<file path="src/rtl/instr_sequencer.sv">
// instr_sequencer: FETCH/DECODE/EXEC/WB control sequencer for the 16-bit core.
// Optional build macro ILLEGAL_TRAP_EN: illegal instructions halt the core instead of running as NOPs.
`default_nettype none

module instr_sequencer #(
  parameter int PC_W = 8
) (
  input  logic            CLK,
  input  logic            RST_N,
  input  logic            run,
  output logic            imem_req,
  output logic [PC_W-1:0] imem_addr,
  input  logic            imem_ack,
  input  logic [15:0]     imem_data,
  output logic [PC_W-1:0] pc,
  output logic [2:0]      rd_addr,
  output logic [2:0]      rs_addr,
  output logic [3:0]      ALUop,
  output logic            regWrite,
  output logic            muxWriteReg,
  output logic            muxWriteData,
  output logic            busy,
  output logic            halted,
  output logic            illegal
);

  typedef enum logic [2:0] {
    S_IDLE   = 3'd0,
    S_FETCH  = 3'd1,
    S_DECODE = 3'd2,
    S_EXEC   = 3'd3,
    S_WB     = 3'd4,
    S_HALT   = 3'd5
  } state_t;

  localparam logic [4:0] OP_AR   = 5'b00010;
  localparam logic [4:0] OP_T    = 5'b01011;
  localparam logic [4:0] OP_HALT = 5'b11111;

  state_t      state;
  logic [15:0] ir;
  logic        wr_en;

  logic is_ar, is_t, is_halt, is_legal;
  logic unused_ir_bit4;

  assign is_ar    = (ir[15:11] == OP_AR);
  assign is_t     = (ir[15:11] == OP_T);
  assign is_halt  = (ir[15:11] == OP_HALT);
  assign is_legal = (is_ar && (ir[3:0] <= 4'd8)) || is_t;
  assign unused_ir_bit4 = ir[4];

  assign imem_addr = pc;

  always_ff @(posedge CLK or negedge RST_N) begin
    if (!RST_N) begin
      state        <= S_IDLE;
      ir           <= 16'd0;
      pc           <= '0;
      imem_req     <= 1'b0;
      ALUop        <= 4'b1111;
      regWrite     <= 1'b0;
      muxWriteReg  <= 1'b0;
      muxWriteData <= 1'b0;
      rd_addr      <= 3'd0;
      rs_addr      <= 3'd0;
      busy         <= 1'b0;
      halted       <= 1'b0;
      illegal      <= 1'b0;
      wr_en        <= 1'b0;
    end else begin
      case (state)
        S_IDLE: begin
          if (run) begin
            state    <= S_FETCH;
            imem_req <= 1'b1;
            busy     <= 1'b1;
          end
        end
        S_FETCH: begin
          if (imem_ack) begin
            ir       <= imem_data;
            imem_req <= 1'b0;
            state    <= S_DECODE;
          end
        end
        S_DECODE: begin
          rd_addr      <= ir[10:8];
          rs_addr      <= ir[7:5];
          ALUop        <= is_ar ? ir[3:0] : 4'b1111;
          muxWriteReg  <= is_t;
          muxWriteData <= is_t;
          // Illegal words that are not trapped fall through with wr_en low (NOP).
          wr_en        <= is_legal;
          if (is_halt) begin
            state  <= S_HALT;
            halted <= 1'b1;
            busy   <= 1'b0;
          end
`ifdef ILLEGAL_TRAP_EN
          else if (!is_legal) begin
            state   <= S_HALT;
            halted  <= 1'b1;
            illegal <= 1'b1;
            busy    <= 1'b0;
          end
`endif
          else begin
            state <= S_EXEC;
          end
        end
        S_EXEC: begin
          regWrite <= wr_en;
          state    <= S_WB;
        end
        S_WB: begin
          regWrite <= 1'b0;
          pc       <= pc + 1'b1;
          if (run) begin
            state    <= S_FETCH;
            imem_req <= 1'b1;
          end else begin
            state <= S_IDLE;
            busy  <= 1'b0;
          end
        end
        S_HALT: begin
          state <= S_HALT;
        end
        default: begin
          state    <= S_IDLE;
          imem_req <= 1'b0;
          busy     <= 1'b0;
        end
      endcase
    end
  end

endmodule

`default_nettype wire
</file>
<file path="config.mk">
export PLATFORM = sky130hd
export DESIGN_NAME = instr_sequencer
export DESIGN_NICKNAME = d
export VERILOG_FILES = /design/src/rtl/instr_sequencer.sv
export SDC_FILE = /design/constraint.sdc
export NUM_CORES = 1
export LEC_CHECK = 0
export CAP_MARGIN = 20
export CORE_ASPECT_RATIO = 1.1
export CORE_MARGIN = 2
export CORE_UTILIZATION = 25
export CTS_CLUSTER_DIAMETER = 40
export CTS_CLUSTER_SIZE = 20
export DETAILED_ROUTE_END_ITERATION = 7
export HOLD_SLACK_MARGIN = 0.1
export PLACE_DENSITY = 0.49
export SYNTH_ARGS = -nofsm -noshare
export SYNTH_HDL_FRONTEND = slang
export SYNTH_SLANG_ARGS = --single-unit
</file>
<file path="constraint.sdc">
create_clock -name CLK -period 4.23 [get_ports CLK]
set_input_delay 1.0575 -clock CLK [delete_from_list [all_inputs] [get_ports CLK]]
set_output_delay 1.0575 -clock CLK [all_outputs]
set_load 0.02 [all_outputs]
</file>
==> impl_metrics.yaml, run 1 <==
worst_hold_path:
  hold_path.class: "flop to flop"
  min-delay-start: "ir[8]"
  min_path_cells: 2
  holdPathEnd: "rd_addr[0]"
logic_synthesis:
  synth_top_family_by_area: "simple AND/OR/NAND/NOR gates"
  yosysTopAreaCell: "dfrtp_1"
  synth_top_flop_cell: "dfrtp_1"
  async_reset_ff_share_pct: 100
  synth-simple-area-share_pct: 16.2
  avgSynthCellArea_um2: 11.3
  synth.top_cell.area_share_pct: 51.7
  synth_fp_nets: 184
  yosysWarnings: 1
  synth_xor_area_share_pct: 3.34
  synthAdderAreaFrac_pct: 0.681
  ys_seq_area_share_pct: 57.5
  synth-compound-area-share_pct: 6.67
  synth_area_leaders: "dfrtp_1, mux2_2, dfstp_2"
  synth_cell_types: 37
  synth_mux_area_share_pct: 9.80
  synth_seq_cells: 42
  syn_inst: 163
  synth-edff-count: 0
  synth_area_mm2: 0.00184
setup_path:
  crit_type: "primary input to flop"
  rr_worst_depth: 3
  required_ns: 4.41
  r2r-end: "ir[15]"
  end_kind: "flop"
  crit_fanout: 16
  rrSetupSlack_ns: 2.23
  r2r-start: "state[0]"
  cp-start-kind: "primary input"
  arrival_ns: 2.77
pwr:
  p_comb_share_pct: 39.6
  seqPwrFrac_pct: 44.1
  vdd_drop_max_v: 0.000252
  p_clk_share_pct: 16.2
  p_leak_nw: 1.01
  p_sw_mw: 0.617
  switching_share_pct: 36.7
  power.internal_mw: 1.07
  power_density_mw_per_mm2: 689
clock_tree:
  cts_hold_buf: 0
  htree_levels: 2
  post_cts_buffers: 0
  cts_root_buf: "clkbuf_8"
  cts-resized-gates: 0
  cts_tree: "built"
  cts_buffer_depth: 2
  numCtsBuffers: 5
  clock_latency_ns: 0.29
  clkTransAtPathRegs_ns: 0.08
  clock_sinks: 42
global_route:
  grt_max_degree: 43
  gr-usage-all-layers_pct: 10.3
  grt_pass1_vias: 1250
  grt_pass1_wl_um: 6420
  overflow: 0
  antenna_found_initial: 0
timing:
  fin_ws_ns: 1.65
  rsz0062_at_grt: "no"
  finalCriticalPeriod_ns: 2.58
  fin_crit_sh_pct: 61.1
  slew-limit-headroom_pct: 36.9
  finalMaxSlewViolations: 0
  tns_ns: 0
  worst_pin_slew_ns: 0.946
  fmax_mhz: 387
  setup_viol: 0
  finalClockSkew_ns: 0.00535
  hold_viol: 0
floorplanning:
  die_area_mm2: 0.00805
  rows: 32
  io_pins: 53
  die_h_um: 93.9
  die_w_um: 85.8
  initial_core_util_pct: 25.9
  core_area_mm2: 0.00709
placement:
  numPortBuffers: 50
  dpl_worst_slack_ns: 1.31
  hpwlAfterDp_um: 2530
  place_congestion: 0.726
final_layout:
  insertedDiodeCount: 0
  syn2layout_area_growth_pct: 32.9
  final.fill_count: 725
  final_nets: 226
  postLayoutCoreUtil_pct: 34.5
  layout-drive-gt1-share_pct: 17.0
route:
  wirelength_um: 3770
  first_iter_violations: 50
  drc_errors: 4
  first_pass_iters: 7
  vias_per_cell: 4.49
  vias: 1308
  post_drt_wl_per_cell_um: 13.0
  postRouteAntennaNets: 0
run:
  drv_cap: 0
outcome:
  violations: "DRC"
  run_status: "complete, but fails checks"
[worst max path at each step]
stage | from | end | slack, ns
final | imem_ack | ir[15] | 1.65
after global routing | imem_ack | ir[11] | 1.53
after CTS | imem_ack | ir[15] | 1.63
after detailed placement | imem_ack | ir[15] | 1.31
after global placement | imem_ack | ir[0] | 1.31
after floorplan | imem_ack | ir[10] | 2.14
[power groups by stage]
| stage | Combinational [mW] | Sequential (mW) | Clock, mW |
|---|---|---|---|
| after global routing | 0.732 | 0.781 | 0.306 |
| after detailed placement | 0.675 | 0.753 | 0 |
| final | 0.667 | 0.743 | 0.273 |
| after floorplan | 0.366 | 0.790 | 0 |
| after global placement | 0.666 | 0.754 | 0 |
| after CTS | 0.678 | 0.747 | 0.285 |
[flip-flops by register name, summed over array words and instances (netlist names)]
name / cells
ALUop: 4
muxWriteData: 1
imem_req: 1
halted: 1
regWrite: 1
rs_addr: 3
state: 3
ir: 15
imem_addr: 8
wr_en: 1
busy: 1
rd_addr: 3
[area by class of cell]
| cell class | count | area, um^2 | share of cell area (%) |
|---|---|---|---|
| Clock inverter | 2 | 12.5 | 0.512 |
| Multi-Input combinational cell | 104 | 678 | 27.8 |
| Clock buffer | 6 | 82.6 | 3.38 |
| Timing Repair Buffer | 51 | 503 | 20.6 |
| Tap cell | 85 | 106 | 4.35 |
| Inverter | 1 | 3.75 | 0.154 |
| Sequential cell | 42 | 1060 | 43.2 |
[cell usage after synthesis (3+ instances only)]
cell and count:
mux2_2 16, dfstp_2 4, nand2b_1 4, dfrtp_1 38, o21ai_0 3, nand4_1 4
xnor2_1 6, nand2_1 25, buf_4 10, nor2_1 11, clkbuf_1 4, a21oi_1 8
[layer usage]
| metal | track usage, % | vias up | routed length, um | share of wire (%) |
|---|---|---|---|---|
| li1 | - | 631 | - | - |
| met1 | 14.8 | 634 | 1850 | 49 |
| met2 | 14.5 | 39 | 1660 | 44 |
| met3 | 3.25 | 4 | 217 | 5.8 |
| met4 | 3.57 | 0 | 40 | 1.1 |
| met5 | 0 | - | 0 | 0 |
[layout by cell type, fill, tap and decap left out, drive strengths merged, types with 2 or more instances in the layout]
master	n
dfrtp	38
clkdlybuf4s50	49
nand4	4
buf	2
clkbuf	6
a21oi	8
mux2	16
nand2	25
xnor2	6
o21ai	5
and3	2
nand2b	4
dfstp	4
nor3b	3
a31o	2
nor2	12
[critical path: stages]
cell and delay, ns:
clkdlybuf4s50_1 0.48, nand3b_1 0.12, nor2_2 0.69, mux2_2 0.42
[metrics by stage]
stage / power (mW) / cell area (um^2) / std cells / hold WS (ns)
2_1_floorplan: 1.16 / 1840 / 163 / 0.435
3_3_place_gp: 1.42 / 2350 / 283 / 0.448
3_5_place_dp: 1.43 / 2350 / 283 / 0.452
4_1_cts: 1.71 / 2440 / 291 / 0.474
5_1_grt: 1.82 / 2440 / 291 / 0.510
6_report: 1.68 / 2440 / 291 / 0.468
[kinds of logic after synthesis]
logic type,count (synthesis)
AO/OA/AOI/OAI,20
XOR/XNOR,7
adder cells (fa/ha/maj),1
buffers and inverters,17
flip-flops,42
multiplexers,16
other,1
AND/OR/NAND/NOR,59
(Power assumes the default switching activity.)
==> inputs of run 2 (changes only) <==
- clock period: 4.23 -> 2.69 ns (I/O delays scaled with it)
==> run 2 against run 1 <==
  * The run now ends clean
  * Worst hold slack got worse by 0.11 ns
  * Sequential share of layout area fell by 1.2 points
  * Combinational power rose by 59%
  * Routed wire length up 3.4%
  * Clock power increased by 120%
  * Clock skew barely moved
  * Sequential power increased by 57%
  * Critical path depth shrank 3
  * Critical endpoint is now ALUop[1]
  * Largest power group unchanged
==> impl_metrics.yaml, run 2 (synthesized netlist as in run 1, its figures left out) <==
worst_hold_path:
  hold_path.class: "primary input to async pin"
pwr:
  totalPowerFinal_mw: 2.84
  vdd_drop_max_v: 0.000404
  p_leak_nw: 1.05
  power_density_mw_per_mm2: 1130
timing:
  tns_ns: 0
  finalClockSkew_ns: 0.00509
  hold_viol: 0
  setup_viol: 0
  finalCriticalPeriod_ns: 2.12
  fin_ws_ns: 0.566
  rsz0062_at_grt: "no"
  worst_pin_slew_ns: 0.693
  fin_crit_sh_pct: 79.0
  slew-limit-headroom_pct: 53.4
  fmax_mhz: 471
  finalMaxSlewViolations: 0
route:
  vias: 1322
  wirelength_um: 3900
  drc_errors: 0
  first_iter_violations: 41
  post_drt_wl_per_cell_um: 13.3
  postRouteAntennaNets: 0
  first_pass_iters: 6
  vias_per_cell: 4.50
final_layout:
  insertedDiodeCount: 0
  final_common_cell: "clkdlybuf4s50_1"
  mostFrequentLayoutCells: "clkdlybuf4s50_1, dfrtp_1, nand2_1"
  layout-drive-gt1-share_pct: 18.2
  syn2layout_area_growth_pct: 36.7
  fin_cells: 294
  final_nets: 229
  regMostFlops: "ir"
  largest_reg_flops: 15
  final_area_mm2: 0.00251
  ff_latch_area_mm2: 0.00106
  final.fill_count: 714
  multiInputGateArea_um2: 678
setup_path:
  cp_slowest_stage_delay_ns: 0.61
  end_kind: "output pin"
  crit_type: "flop to output pin"
  arrival_ns: 1.45
  path_buf_inv: 1
  critPathTopFamily: "buffers and inverters"
  crit_fanout: 2
  cp-start-kind: "flop"
  required_ns: 2.02
  cp_cell_sequence: "clkdlybuf4s50_1"
  crit_slowest_cell: "clkdlybuf4s50_1"
clock_tree:
  clock_latency_ns: 0.29
  numCtsBuffers: 5
  htree_levels: 2
  cts_hold_buf: 0
  cts_tree: "built"
  cts_root_buf: "clkbuf_8"
  clock_sinks: 42
  cts-resized-gates: 0
  post_cts_buffers: 0
  cts_buffer_depth: 2
  clkTransAtPathRegs_ns: 0.08
global_route:
  grt_max_degree: 25
  antenna_found_initial: 0
  grt_pass1_vias: 1398
  gr-usage-all-layers_pct: 10.7
  overflow: 0
  grt_pass1_wl_um: 6740
floorplanning:
  initial_core_util_pct: 25.9
  die_w_um: 85.8
  io_pins: 53
  core_area_mm2: 0.00709
  die_h_um: 93.9
  die_area_mm2: 0.00805
  rows: 32
outcome:
  run_status: "finished clean"
placement:
  post-place-cells: 286
  post_dp_cell_area_mm2: 0.00237
  place_congestion: 0.726
  numPortBuffers: 50
  dpl_worst_slack_ns: 0.551
  hpwlAfterDp_um: 2720
run:
  drv_cap: 0
-- run 2: cell types whose count changed in the layout (fill, tap and decap cells not counted) --
cell	change
buf_4	+3
bufinv_16	+2
clkinv_2	-1
clkinvlp_4	-1
-- run 2: through the flow --
stage	utilization, %	hold slack [ns]
2_1_floorplan	-	0.377
3_3_place_gp	33.4	0.448
3_5_place_dp	33.4	0.455
4_1_cts	35.5	0.378
5_1_grt	35.5	0.383
6_report	35.5	0.358
-- run 2: power breakdown --
part	leakage (nW)	switching, mW	internal (mW)
Clock	0.0714	0.214	0.396
Sequential	0.516	0.257	0.914
Combinational	0.462	0.491	0.565
Total	1.05	0.962	1.87
-- run 2: area by class of cell --
cell class,count,area share [%]
clock inverter,2,2.39
inverter,1,0.149
tap,85,4.23
clock buffer,6,3.29
multi-input combinational,104,27.0
timing repair buffer,54,20.9
sequential,42,42.0
-- run 2: final timing paths --
kind,start,endpoint,slack (ns),cells past startpoint
max reg2reg,state[1],wr_en,0.78,3
max,ALUop[1],ALUop[1],0.57,1
max in group asynchronous,RST_N,ALUop[1],1.69,2
min in group CLK,ir[5],rs_addr[0],0.47,2
min,RST_N,imem_addr[5],0.36,1
min reg2reg,ir[5],rs_addr[0],0.47,2
-- run 2: layer usage --
metal | global-route usage [%] | routed length [um]
met5 | 0 | 0
met4 | 3.17 | 50
met3 | 3.16 | 199
met1 | 13.6 | 1860
met2 | 17.4 | 1800
-- run 2: worst register-to-register path, stage by stage, from the launching register on --
cell     delay, ns
dfrtp_1       0.62
or3b_1        0.63
or3_1         0.46
o21ai_1       0.14
==> inputs of run 3 (changes only) <==
- clock period: 2.69 -> 2.1 ns (I/O delays scaled with it)
==> run 3 against run 2 <==
  * The flow now finishes with violations (DRC)
  * Critical path type unchanged
  * Design area grew 0.80%
  * Die area stayed put
  * Largest cell class unchanged
  * Largest power group unchanged
  * Routed wire length down 3.3%
  * Critical path depth is the same
==> impl_metrics.yaml, run 3 (synthesized netlist as in run 1, its figures left out) <==
clock_tree:
  clock_sinks: 42
  clock_latency_ns: 0.29
  cts_hold_buf: 0
  post_cts_buffers: 0
  cts_buffer_depth: 2
  cts_root_buf: "clkbuf_8"
  clkTransAtPathRegs_ns: 0.09
  cts-resized-gates: 0
  cts_tree: "built"
  htree_levels: 2
  numCtsBuffers: 5
pwr:
  power_density_mw_per_mm2: 1440
  p_clk_share_pct: 21.1
  p_leak_nw: 1.05
  vdd_drop_max_v: 0.000551
  switching_share_pct: 34.2
  seqPwrFrac_pct: 41.1
  power.internal_mw: 2.39
  p_sw_mw: 1.24
  p_comb_share_pct: 37.8
placement:
  numPortBuffers: 50
  post_dp_cell_area_mm2: 0.00239
  hpwlAfterDp_um: 2680
  place_congestion: 0.714
setup_path:
  crit_type: "flop to output pin"
  r2r-end: "wr_en"
  cp_cell_sequence: "clkdlybuf4s50_1"
  rr_worst_depth: 3
  path_buf_inv: 1
  critPathTopFamily: "buffers and inverters"
  cp_slowest_stage_delay_ns: 0.61
  rrSetupSlack_ns: 0.49
  arrival_ns: 1.45
  r2r-start: "state[1]"
  crit_start: "ALUop[1]"
  crit_slowest_cell: "clkdlybuf4s50_1"
  cp-start-kind: "flop"
  required_ns: 1.57
  end_kind: "output pin"
  crit_fanout: 2
run:
  drv_cap: 0
floorplanning:
  rows: 32
  io_pins: 53
  die_w_um: 85.8
  die_h_um: 93.9
  initial_core_util_pct: 25.9
  die_area_mm2: 0.00805
  core_area_mm2: 0.00709
timing:
  fin_crit_sh_pct: 94.0
  setup_viol: 0
  hold_viol: 0
  slew-limit-headroom_pct: 53.8
  worst_pin_slew_ns: 0.686
  finalCriticalPeriod_ns: 1.97
  finalMaxSlewViolations: 0
  fmax_mhz: 507
  tns_ns: 0
  finalClockSkew_ns: 0.0107
  rsz0062_at_grt: "no"
final_layout:
  insertedDiodeCount: 0
  final_common_cell: "clkdlybuf4s50_1"
  final_area_mm2: 0.00253
  syn2layout_area_growth_pct: 37.8
  regMostFlops: "ir"
  largest_reg_flops: 15
  mostFrequentLayoutCells: "clkdlybuf4s50_1, dfrtp_1, nand2_1"
  layout-drive-gt1-share_pct: 18.2
  final_nets: 229
outcome:
  run_status: "complete, but fails checks"
  violations: "DRC"
global_route:
  grt_max_degree: 24
  antenna_found_initial: 0
  grt_pass1_vias: 1306
  grt_pass1_wl_um: 6370
  gr-usage-all-layers_pct: 10.2
  overflow: 0
route:
  vias_per_cell: 4.51
  drc_errors: 4
  vias: 1326
  first_iter_violations: 36
  post_drt_wl_per_cell_um: 12.8
  wirelength_um: 3770
  first_pass_iters: 6
  postRouteAntennaNets: 0
worst_hold_path:
  hold_path.class: "primary input to async pin"
[run 3: worst max path at each step]
stage                     to  slack (ns)  depth (start not counted)
floorplan             ir[10]        0.54                          4
global placement       ir[5]        0.16                          5
detailed placement    ir[10]        0.18                          5
CTS                 ALUop[1]        0.11                          1
global route        ALUop[0]        0.08                          1
finish              ALUop[1]        0.13                          1
[run 3: layout make-up]
type | count | area [um^2]
Fill cell | 710 | 4550
Sequential cell | 42 | 1060
Multi-Input combinational cell | 104 | 678
Timing Repair Buffer | 54 | 551
Tap cell | 85 | 106
Clock buffer | 5 | 68.8
Clock inverter | 3 | 68.8
Inverter | 1 | 3.75
[run 3: power groups by stage]
stage                     clock network, mW  registers, mW  logic [mW]
after detailed placement                  0           1.52        1.40
after global routing                  0.831           1.56        1.51
after floorplan                           0           1.59       0.737
after global placement                    0           1.52        1.38
after CTS                             0.796           1.51        1.40
final                                 0.768           1.49        1.38
[run 3: metrics by stage]
stage               total power [mW]  hold WS (ns)  util (%)  instances  setup WS [ns]
floorplan                       2.33         0.229         -        163          0.541
global route                    3.90         0.200      35.7        294         0.0764
global placement                2.90         0.448      33.8        286          0.160
CTS                             3.71         0.187      35.7        294          0.106
finish                          3.64         0.176      35.7        294          0.126
detailed placement              2.92         0.452      33.8        286          0.180
[run 3: routing by layer]
metal / routed length [um] / GRT usage (%) / up-vias / part of all wire (%)
met5: 0 / 0 / - / 0
met4: 54 / 3.17 / 0 / 1.4
met3: 219 / 3.43 / 5 / 5.8
met2: 1800 / 16.2 / 36 / 48
met1: 1700 / 13.0 / 652 / 45
li1: - / - / 633 / -
